--- src/rtl/window_shift_gen_pkg.sv ---
// Shared types and configuration checks for the sliding-window generator.
// Imported by the window register array and the top-level controller.
package window_shift_gen_pkg;

  typedef enum logic [1:0] {
    IDLE,
    FILL,
    RUN,
    DONE
  } state_e;

  localparam int DATA_W_DEF = 8;

  function automatic bit cfg_ok(int k, int cols, int rows);
    return (k % 2 == 1) && (k >= 3) && (k <= 9) &&
           (cols >= k) && (rows >= k);
  endfunction

endpackage

--- src/rtl/window_column_shifter.sv ---
// KxK pixel register array; each shift drops the oldest column
// and appends col_i as the newest (rightmost) column.
module window_column_shifter
  import window_shift_gen_pkg::*;
#(
  parameter int DATA_W = DATA_W_DEF,
  parameter int K      = 9
) (
  input  logic                  clk,
  input  logic                  rst,
  input  logic                  shift_i,
  input  logic [K*DATA_W-1:0]   col_i,
  output logic [K*K*DATA_W-1:0] win_o
);

  localparam int RW = K * DATA_W;

  logic [K*K*DATA_W-1:0] win_q, win_d;

  // c=0 sits in the low bits of each row, so a left shift of
  // columns is a right shift of the row slice.
  always_comb begin
    win_d = win_q;
    if (shift_i) begin
      for (int r = 0; r < K; r++) begin
        win_d[r*RW +: RW] = {col_i[r*DATA_W +: DATA_W],
                             win_q[r*RW+DATA_W +: RW-DATA_W]};
      end
    end
  end

  always_ff @(posedge clk or posedge rst) begin
    if (rst) win_q <= '0;
    else     win_q <= win_d;
  end

  assign win_o = win_q;

endmodule

--- src/rtl/window_shift_gen.sv ---
// Sliding KxK window generator: counts columns/rows of incoming
// pixel columns and flags each complete in-row window.
module window_shift_gen
  import window_shift_gen_pkg::*;
#(
  parameter int DATA_W = DATA_W_DEF,
  parameter int K      = 9,
  parameter int COLS   = 11,
  parameter int ROWS   = 11
) (
  input  logic                     clk,
  input  logic                     rst,
  input  logic [K*DATA_W-1:0]      col_i,
  input  logic                     valid_i,
  input  logic                     done_i,
  output logic [K*K*DATA_W-1:0]    win_o,
  output logic                     valid_o,
  output logic [$clog2(COLS)-1:0]  col_idx_o,
  output logic [$clog2(ROWS)-1:0]  row_idx_o,
  output logic                     done_o
);

  localparam int CW = $clog2(COLS);
  localparam int RW = $clog2(ROWS);

  localparam logic [CW-1:0] KM1   = CW'(K - 1);
  localparam logic [CW-1:0] LASTC = CW'(COLS - 1);
  localparam logic [RW-1:0] LASTR = RW'(ROWS - K);

  if (!cfg_ok(K, COLS, ROWS)) begin : g_cfg_err
    $error("window_shift_gen: K must be odd 3..9, COLS/ROWS >= K");
  end

  state_e        state_q, state_d;
  logic [CW-1:0] in_col_q, in_col_d;
  logic [RW-1:0] row_q, row_d;
  logic [CW-1:0] col_idx_q, col_idx_d;
  logic [RW-1:0] row_idx_q, row_idx_d;
  logic          valid_q, valid_d;
  logic          done_q, done_d;
  logic          acc;

  // an abort in the same cycle discards the column
  assign acc = valid_i & ~done_i;

  window_column_shifter #(
    .DATA_W (DATA_W),
    .K      (K)
  ) u_shift (
    .clk     (clk),
    .rst     (rst),
    .shift_i (acc),
    .col_i   (col_i),
    .win_o   (win_o)
  );

  always_comb begin
    state_d   = state_q;
    in_col_d  = in_col_q;
    row_d     = row_q;
    col_idx_d = col_idx_q;
    row_idx_d = row_idx_q;
    valid_d   = 1'b0;
    done_d    = 1'b0;
    if (done_i) begin
      state_d   = IDLE;
      in_col_d  = '0;
      row_d     = '0;
      col_idx_d = '0;
      row_idx_d = '0;
    end else if (acc) begin
      in_col_d = in_col_q + 1'b1;
      if (in_col_q >= KM1) begin
        valid_d   = 1'b1;
        col_idx_d = in_col_q - KM1;
        row_idx_d = row_q;
      end
      if (in_col_q == LASTC) begin
        in_col_d = '0;
        if (row_q == LASTR) begin
          row_d  = '0;
          done_d = 1'b1;
        end else begin
          row_d = row_q + 1'b1;
        end
      end
      unique case (state_q)
        IDLE, DONE: state_d = FILL;
        FILL: if ((in_col_q + 1'b1) == KM1) state_d = RUN;
        RUN: begin
          if (in_col_q == LASTC)
            state_d = (row_q == LASTR) ? DONE : FILL;
        end
      endcase
    end else if (state_q == DONE) begin
      state_d = IDLE;
    end
  end

  always_ff @(posedge clk or posedge rst) begin
    if (rst) begin
      state_q   <= IDLE;
      in_col_q  <= '0;
      row_q     <= '0;
      col_idx_q <= '0;
      row_idx_q <= '0;
      valid_q   <= 1'b0;
      done_q    <= 1'b0;
    end else begin
      state_q   <= state_d;
      in_col_q  <= in_col_d;
      row_q     <= row_d;
      col_idx_q <= col_idx_d;
      row_idx_q <= row_idx_d;
      valid_q   <= valid_d;
      done_q    <= done_d;
    end
  end

  assign valid_o   = valid_q;
  assign col_idx_o = col_idx_q;
  assign row_idx_o = row_idx_q;
  assign done_o    = done_q;

endmodule
--- config.mk ---
export PLATFORM = sky130hd
export DESIGN_NAME = window_shift_gen
export DESIGN_NICKNAME = d
export VERILOG_FILES = /design/src/rtl/window_shift_gen_pkg.sv /design/src/rtl/window_column_shifter.sv /design/src/rtl/window_shift_gen.sv
export SDC_FILE = /design/constraint.sdc
export NUM_CORES = 1
export LEC_CHECK = 0
export ABC_AREA = 1
export CAP_MARGIN = 20
export CORE_AREA = 2 2 288 290
export DETAILED_ROUTE_END_ITERATION = 12
export DIE_AREA = 0 0 290 292
export HOLD_SLACK_MARGIN = 0.12
export PLACE_DENSITY = 0.69
export SLEW_MARGIN = 25
export SYNTH_ARGS = -nofsm -noshare
export SYNTH_HDL_FRONTEND = slang
export SYNTH_HIERARCHICAL = 1
export SYNTH_SLANG_ARGS = --single-unit
--- constraint.sdc ---
create_clock -name clk -period 74.1 [get_ports clk]
set_input_delay 22.23 -clock clk [delete_from_list [all_inputs] [get_ports clk]]
set_output_delay 22.23 -clock clk [all_outputs]
set_load 0.03 [all_outputs]
# Word-level counts from Yosys, hierarchy flattened
# Cells that the tools add are included.
# totals
reg_bits	666
inputBits	76
output_inout_bits	658
elab_cells	40
# op_classes
n_addsub	3
magnitude_cmp	1
n_eq_ne	2
n_mux	20
n_bitwise	2
n_reduce_logical	5
# op_table
operator	count
two-way mux 4 bit	13
adder 4 x 1 -> 4 bit (second input constant)	2
two-way mux 1 bit	7
nonzero test 2 bit	3
== test 4 x 2 -> 1 bit (second input constant)	1
== test 4 bit (second input constant)	1
>= comparator 4 bit (second input constant)	1
AND reduction 2 bit	2
subtractor 4 bit (second input constant)	1
AND 1 bit	1
inverter 1 bit	1

# Depth between registers and ports, before layout
# Gate-level depths: netlist of the first run.
# depth
ltp_word	5
depth_mapped	8
depth_no_buf	8

# Hierarchy
# The synthesis of the first run kept the hierarchy.
# modules_own_cells
module	instances	cells_each	area_each_um2	seq_area_each_um2
window_column_shifter	1	2737	24737.5	16215.6
window_shift_gen	1	102	865.8	450.4

# Least setup slack after synthesis of the first run
# OpenSTA, ideal clock, no wires.
# synth_path
path_type	input-to-reg
start	in valid_i
end	reg u_shift.win_q[321] (netlist: u_shift/win_o[321])
setup_time_ps	118
t_arrival_ps	23001
required_time_ps	73982
path_slack_ps	50981
cell_stages	8
n_path_buf	3
path_cell_list	inv_2 -> nor2_4 -> buf_6 -> inv_6 -> buf_6 -> buf_4 -> nand2_1 -> nand2_1
# synth_via
elab_chain_len	1
# synth_rtl
element	line_no	source
start: declaration	window_shift_gen.sv:14	input logic valid_i,
AND 1 bit	window_shift_gen.sv:44	assign acc = valid_i & ~done_i;
named net acc	window_shift_gen.sv:41	logic acc;
end signal: assignment	window_column_shifter.sv:34	else win_q <= win_d;
end: declaration	window_column_shifter.sv:18	logic [K*K*DATA_W-1:0] win_q, win_d;
# The timed path passes the listed nets, and every way through them passes these cells.
# A chain may end at the register's enable or synchronous reset.

# Worst setup path after layout of the first run
# layout_path
start	in valid_i
end	reg u_shift.win_q[447] (netlist: u_shift/win_o[447])
# The elaborated chain is that of the path after synthesis.

==> flow_summary.json, run 1 <==
{
  "ff2ff_path_depth": 7,
  "grt_pass1_wl_um": 120000,
  "cts_buffer_depth": 3,
  "p_leak_nw": 18.4,
  "final_layout_size_suffix_gt1_frac": 0.0392,
  "antenna_found_initial": 1,
  "mappedNetlistNets": 2917,
  "crit_fanout": 98,
  "area_growth_pct": 39.5,
  "setup_tns_ns": 0,
  "grt.total_usage": 0.179,
  "cts_max_level": 3,
  "synth_cells": 2839,
  "r2r_slack_ns": 72.90,
  "holdBufCountCts": 0,
  "clkSinkCount": 666,
  "final_cell_mix": "nand2_1, clkdlybuf4s50_1, dfrtp_1",
  "final_hold_viol_count": 0,
  "critPathTopFamily": "buffers and inverters",
  "num_vias": 20500,
  "synthesis.area_mm2": 0.0256,
  "drt_pass1_iterations": 6,
  "rows": 105,
  "drc": 0,
  "die_h_um": 292,
  "setup_viol": 0,
  "fp.coreArea_mm2": 0.0816,
  "r2r-end": "row_q[0]",
  "numCtsBuffers": 74,
  "dp_hpwl_um": 53000,
  "endpoint_kind": "register",
  "grt_pass1_vias": 19700,
  "finClkSkew_ns": 0.0251,
  "wl_um": 77900,
  "min_path_type": "reg -> reg",
  "crit_arrival_ns": 26.83,
  "post_cts_buffers": 0,
  "switching_share": 0.361,
  "r2r_start": "row_q[0]",
  "nets": 3599,
  "io_pins": 734,
  "period_minus_slack_ns": 26.28,
  "ys_warn_count": 6,
  "cts_root_buf": "clkbuf_16",
  "cpMostUsedCell": "buf_4",
  "cp_num_buf_inv": 6,
  "pwr_density_cell_mw_per_mm2": 34.4,
  "slew_headroom": 0.262,
  "layout_commonest_cell": "nand2_1",
  "grt_max_degree": 249,
  "place_congestion": 0.843,
  "setup.worst_path.class": "in -> reg",
  "p_switching_uw": 444,
  "hold_start": "u_shift/win_o[146]",
  "worstPathCellList": "clkdlybuf4s50_1 > inv_2 > nor2_4 > buf_4 > buf_4 > buf_4 > buf_4 > nand2_1 > nand2_1",
  "p_int_uw": 786,
  "combPwrFrac": 0.302,
  "place_ws_ns": 47.27,
  "ant_nets": 0,
  "pwr-share-seq": 0.401,
  "synth_seq_cells": 666,
  "power_frac_clock": 0.297,
  "synth_cell_types": 22,
  "worst_slack_ns": 47.82,
  "drv_cap": 0,
  "outcome": "complete, no violations",
  "wl_per_cell_um": 16.8,
  "path_clk_slew_ns": 0.06,
  "post-route-period-util": 0.355,
  "worstMarginPinSlew_ns": 1.11,
  "slew_violations": 0,
  "gr-total-overflow": 0,
  "die_w_um": 290,
  "vias_per_cell": 4.42,
  "max_stage_delay_ns": 0.89,
  "synth.avg_cell_area_um2": 9.02,
  "insertion_delay_ns": 0.61,
  "hold_depth": 2,
  "start_util": 0.314,
  "cts_tree": "built",
  "timing.fmax_mhz": 38.0,
  "cts_resized": 0,
  "ir_drop_uv": 21.3,
  "whs_endpoint": "u_shift/win_o[146]",
  "io_buffers": 733,
  "drt_iter0_markers": 1405,
  "cp_slowest_cell": "buf_4",
  "cp-start-kind": "input port",
  "synth_seq_area_share": 0.651,
  "fillerInstances": 7834,
  "rsz0062_at_grt": "false",
  "cp.required_ns": 74.64,
  "dieArea_mm2": 0.0847
}
==> stage by stage <==
stage | power [mW] | instance area, um^2 | util | instances | hold WS, ns
floorplan | 0.686 | 25600 | - | 2839 | 0.449
global placement | 0.867 | 33200 | 0.407 | 4513 | 0.454
detailed placement | 0.871 | 33200 | 0.407 | 4513 | 0.457
CTS | 1.24 | 35700 | 0.437 | 4638 | 0.472
global route | 1.28 | 35700 | 0.438 | 4641 | 0.486
finish | 1.23 | 35700 | 0.438 | 4641 | 0.467
==> worst max-delay path by stage <==
stage / startpoint / endpoint / depth (start not counted)
finish: valid_i / u_shift/win_o[447] / 9
global route: valid_i / u_shift/win_o[4] / 9
CTS: valid_i / u_shift/win_o[447] / 9
detailed placement: valid_i / u_shift/win_o[643] / 9
global placement: valid_i / u_shift/win_o[454] / 9
floorplan: rst / u_shift/win_o[0] / 1
==> flip-flops by register name, summed over array words and instances, names as in the netlist <==
signal	count
u_shift/win_o	648
col_idx_o	4
in_col_q	4
row_idx_o	4
row_q	4
done_o	1
valid_o	1
==> routing by layer <==
| layer | share of wire | wire length, um | vias to the layer above | global-route usage |
|---|---|---|---|---|
| li1 | - | - | 9901 | - |
| met1 | 0.41 | 31800 | 9882 | 0.221 |
| met2 | 0.50 | 38700 | 589 | 0.301 |
| met3 | 0.065 | 5030 | 128 | 0.0445 |
| met4 | 0.031 | 2390 | 0 | 0.0677 |
| met5 | 0 | 0 | - | 0 |
==> logic make-up after synthesis <==
family,after synthesis,share of synthesized area
fa+ha+maj,2,0.000977
flops,666,0.651
compound gates,11,0.00244
simple gates,1997,0.295
xor+xnor,2,0.000684
buf+inv,161,0.0503
==> cell type report <==
class,instances,area [um^2],share of cell area
Sequential cell,666,16700,0.467
Multi-Input combinational cell,2012,7650,0.214
Timing Repair Buffer,750,7550,0.211
Clock buffer,107,2190,0.0613
Tap cell,1070,1340,0.0375
Clock inverter,18,223,0.00624
Inverter,17,97.6,0.00273
Antenna cell,1,2.50,0.0000701
==> cell usage after synthesis <==
library cell | n | share of area
a21oi_1 | 2 | 0.00039
nor2_2 | 2 | 0.00049
nand2_1 | 1969 | 0.29
nor2_4 | 1 | 0.00044
nand3_2 | 1 | 0.00039
o21ai_2 | 1 | 0.00034
inv_6 | 1 | 0.00034
dfrtp_1 | 666 | 0.65
buf_6 | 73 | 0.032
nand2_2 | 2 | 0.00049
nand3_1 | 11 | 0.0022
xor2_1 | 2 | 0.00068
o21ai_0 | 7 | 0.0014
nand2_4 | 1 | 0.00044
inv_1 | 14 | 0.0021
nor2_1 | 9 | 0.0013
buf_4 | 17 | 0.0050
ha_1 | 2 | 0.00098
buf_2 | 54 | 0.011
inv_2 | 2 | 0.00029
a21oi_2 | 1 | 0.00034
nand4_1 | 1 | 0.00024
==> power groups by stage <==
stage	Sequential, mW	Clock (mW)	Combinational, mW
after floorplan	0.615	0	0.0703
after global placement	0.498	0	0.369
after detailed placement	0.499	0	0.373
after CTS	0.494	0.374	0.374
after global routing	0.503	0.390	0.391
final	0.493	0.366	0.371
==> worst min-delay path, delay by kind of cell (launching register included) <==
family           cells  cell delay [ns]
flip-flops           1             0.34
AND/OR/NAND/NOR      2             0.09
(Power assumes the default switching activity.)
==> run 2, diff against run 1 <==
- PLACE_DENSITY: 0.69 -> 0.71
- clock period: 74.1 -> 21.9 ns (I/O delays scaled with it)
==> run 2 against run 1 <==
Effect of this change:
- clock power grew to 3.5 times the previous value
- cell area is 0.25% higher
- non-clock buffer count is 1 higher
==> flow_summary.json, run 2 (synthesis results as in run 1) <==
{
  "cts_tree": "built",
  "p_leak_nw": 18.4,
  "start_util": 0.314,
  "antenna_found_initial": 1,
  "area_growth_pct": 39.8,
  "io_buffers": 733,
  "setup.worst_path.class": "in -> reg",
  "drt_pass1_iterations": 5,
  "gr-total-overflow": 0,
  "p_switching_mw": 1.51,
  "final_hold_viol_count": 0,
  "io_pins": 734,
  "outcome": "complete, no violations",
  "wl_um": 77600,
  "final_layout_size_suffix_gt1_frac": 0.0414,
  "largest_reg_flops": 648,
  "worstPathCellList": "clkdlybuf4s50_1 > inv_2 > nor2_4 > buf_4 > buf_4 > buf_4 > buf_6 > nand2_1 > nand2_1",
  "pwr_density_cell_mw_per_mm2": 118,
  "cp.required_ns": 22.42,
  "cp-start-kind": "input port",
  "post_cts_buffers": 0,
  "total_power_mw": 4.21,
  "pwr-share-seq": 0.396,
  "drt_iter0_markers": 1364,
  "rsz0062_at_grt": "false",
  "worstMarginPinSlew_ns": 0.996,
  "slew_headroom": 0.336,
  "switching_share": 0.359,
  "clkSinkCount": 666,
  "numCtsBuffers": 74,
  "p_int_mw": 2.70,
  "cts_resized": 0,
  "grt.total_usage": 0.177,
  "setup_viol": 0,
  "grt_max_degree": 204,
  "cp_slowest_cell": "buf_4",
  "setup_tns_ns": 0,
  "cts_root_buf": "clkbuf_16",
  "rows": 105,
  "crit_fanout": 114,
  "max_stage_delay_ns": 0.82,
  "min_path_type": "reg -> reg",
  "num_vias": 20600,
  "power_frac_clock": 0.306,
  "final_cell_mix": "nand2_1, clkdlybuf4s50_1, dfrtp_1",
  "insertion_delay_ns": 0.62,
  "layout_commonest_cell": "nand2_1",
  "vias_per_cell": 4.43,
  "fp.coreArea_mm2": 0.0816,
  "grt_pass1_wl_um": 119000,
  "nets": 3600,
  "hold_slack_ns": 0.466,
  "finClkSkew_ns": 0.0315,
  "cpMostUsedCell": "buf_4",
  "design_area_mm2": 0.0358,
  "place_congestion": 0.864,
  "crit_arrival_ns": 10.77,
  "dp_hpwl_um": 53300,
  "fillerInstances": 7811,
  "worst_slack_ns": 11.65,
  "wl_per_cell_um": 16.7,
  "holdBufCountCts": 0,
  "ir_drop_uv": 65.7,
  "slew_violations": 0,
  "endpoint_kind": "register",
  "drv_cap": 0,
  "cts_max_level": 3,
  "place_area_mm2": 0.0333,
  "grt_pass1_vias": 19800,
  "combPwrFrac": 0.298,
  "seq_area_mm2": 0.0167,
  "ant_nets": 0,
  "post-route-period-util": 0.468,
  "place_ws_ns": 11.13,
  "path_clk_slew_ns": 0.05,
  "timing.fmax_mhz": 97.5,
  "dieArea_mm2": 0.0847,
  "die_w_um": 290,
  "drc": 0,
  "multi_input_area_mm2": 0.00765,
  "period_minus_slack_ns": 10.25,
  "die_h_um": 292,
  "cts_buffer_depth": 3
}
[run 2: final timing paths]
path,startpoint,end,slack (ns),depth (start not counted)
min in group asynchronous,rst,row_q[3],6.50,2
max,valid_i,u_shift/win_o[638],11.65,9
min,u_shift/win_o[294],u_shift/win_o[294],0.47,2
max in group asynchronous,rst,u_shift/win_o[571],12.48,6
min reg2reg,u_shift/win_o[294],u_shift/win_o[294],0.47,2
max reg2reg,row_q[0],row_q[2],20.68,7
[run 2: worst max-delay path: cells and delay by family]
family                 cells  cell delay (ns)
AND/OR/NAND/NOR            3             0.49
buffers and inverters      6             3.50
[run 2: power by group through the flow]
stage / combinational, mW / sequential [mW] / clock [mW]
6_report: 1.25 / 1.67 / 1.29
5_1_grt: 1.32 / 1.70 / 1.37
4_1_cts: 1.26 / 1.67 / 1.32
3_5_place_dp: 1.26 / 1.69 / 0
3_3_place_gp: 1.25 / 1.68 / 0
2_1_floorplan: 0.238 / 2.08 / 0
[run 2: per-layer routing]
metal	up-vias	track usage	wire length, um
li1	9897	-	-
met1	9875	0.221	31400
met2	651	0.293	38000
met3	166	0.0407	4740
met4	0	0.0827	3420
met5	-	0	0
[run 2: area by class of cell]
class                           instances  area share
Tap cell                             1070      0.0374
Inverter                               17     0.00262
Sequential cell                       666       0.465
Antenna cell                            1   0.0000699
Clock buffer                           97      0.0578
Multi-Input combinational cell       2012       0.214
Timing Repair Buffer                  751       0.210
Clock inverter                         31      0.0127
[run 2: stage by stage]
stage / instances / utilization
after CTS: 4644 / 0.439
after floorplan: 2839 / -
final: 4645 / 0.439
after global placement: 4516 / 0.408
after detailed placement: 4516 / 0.408
after global routing: 4645 / 0.439
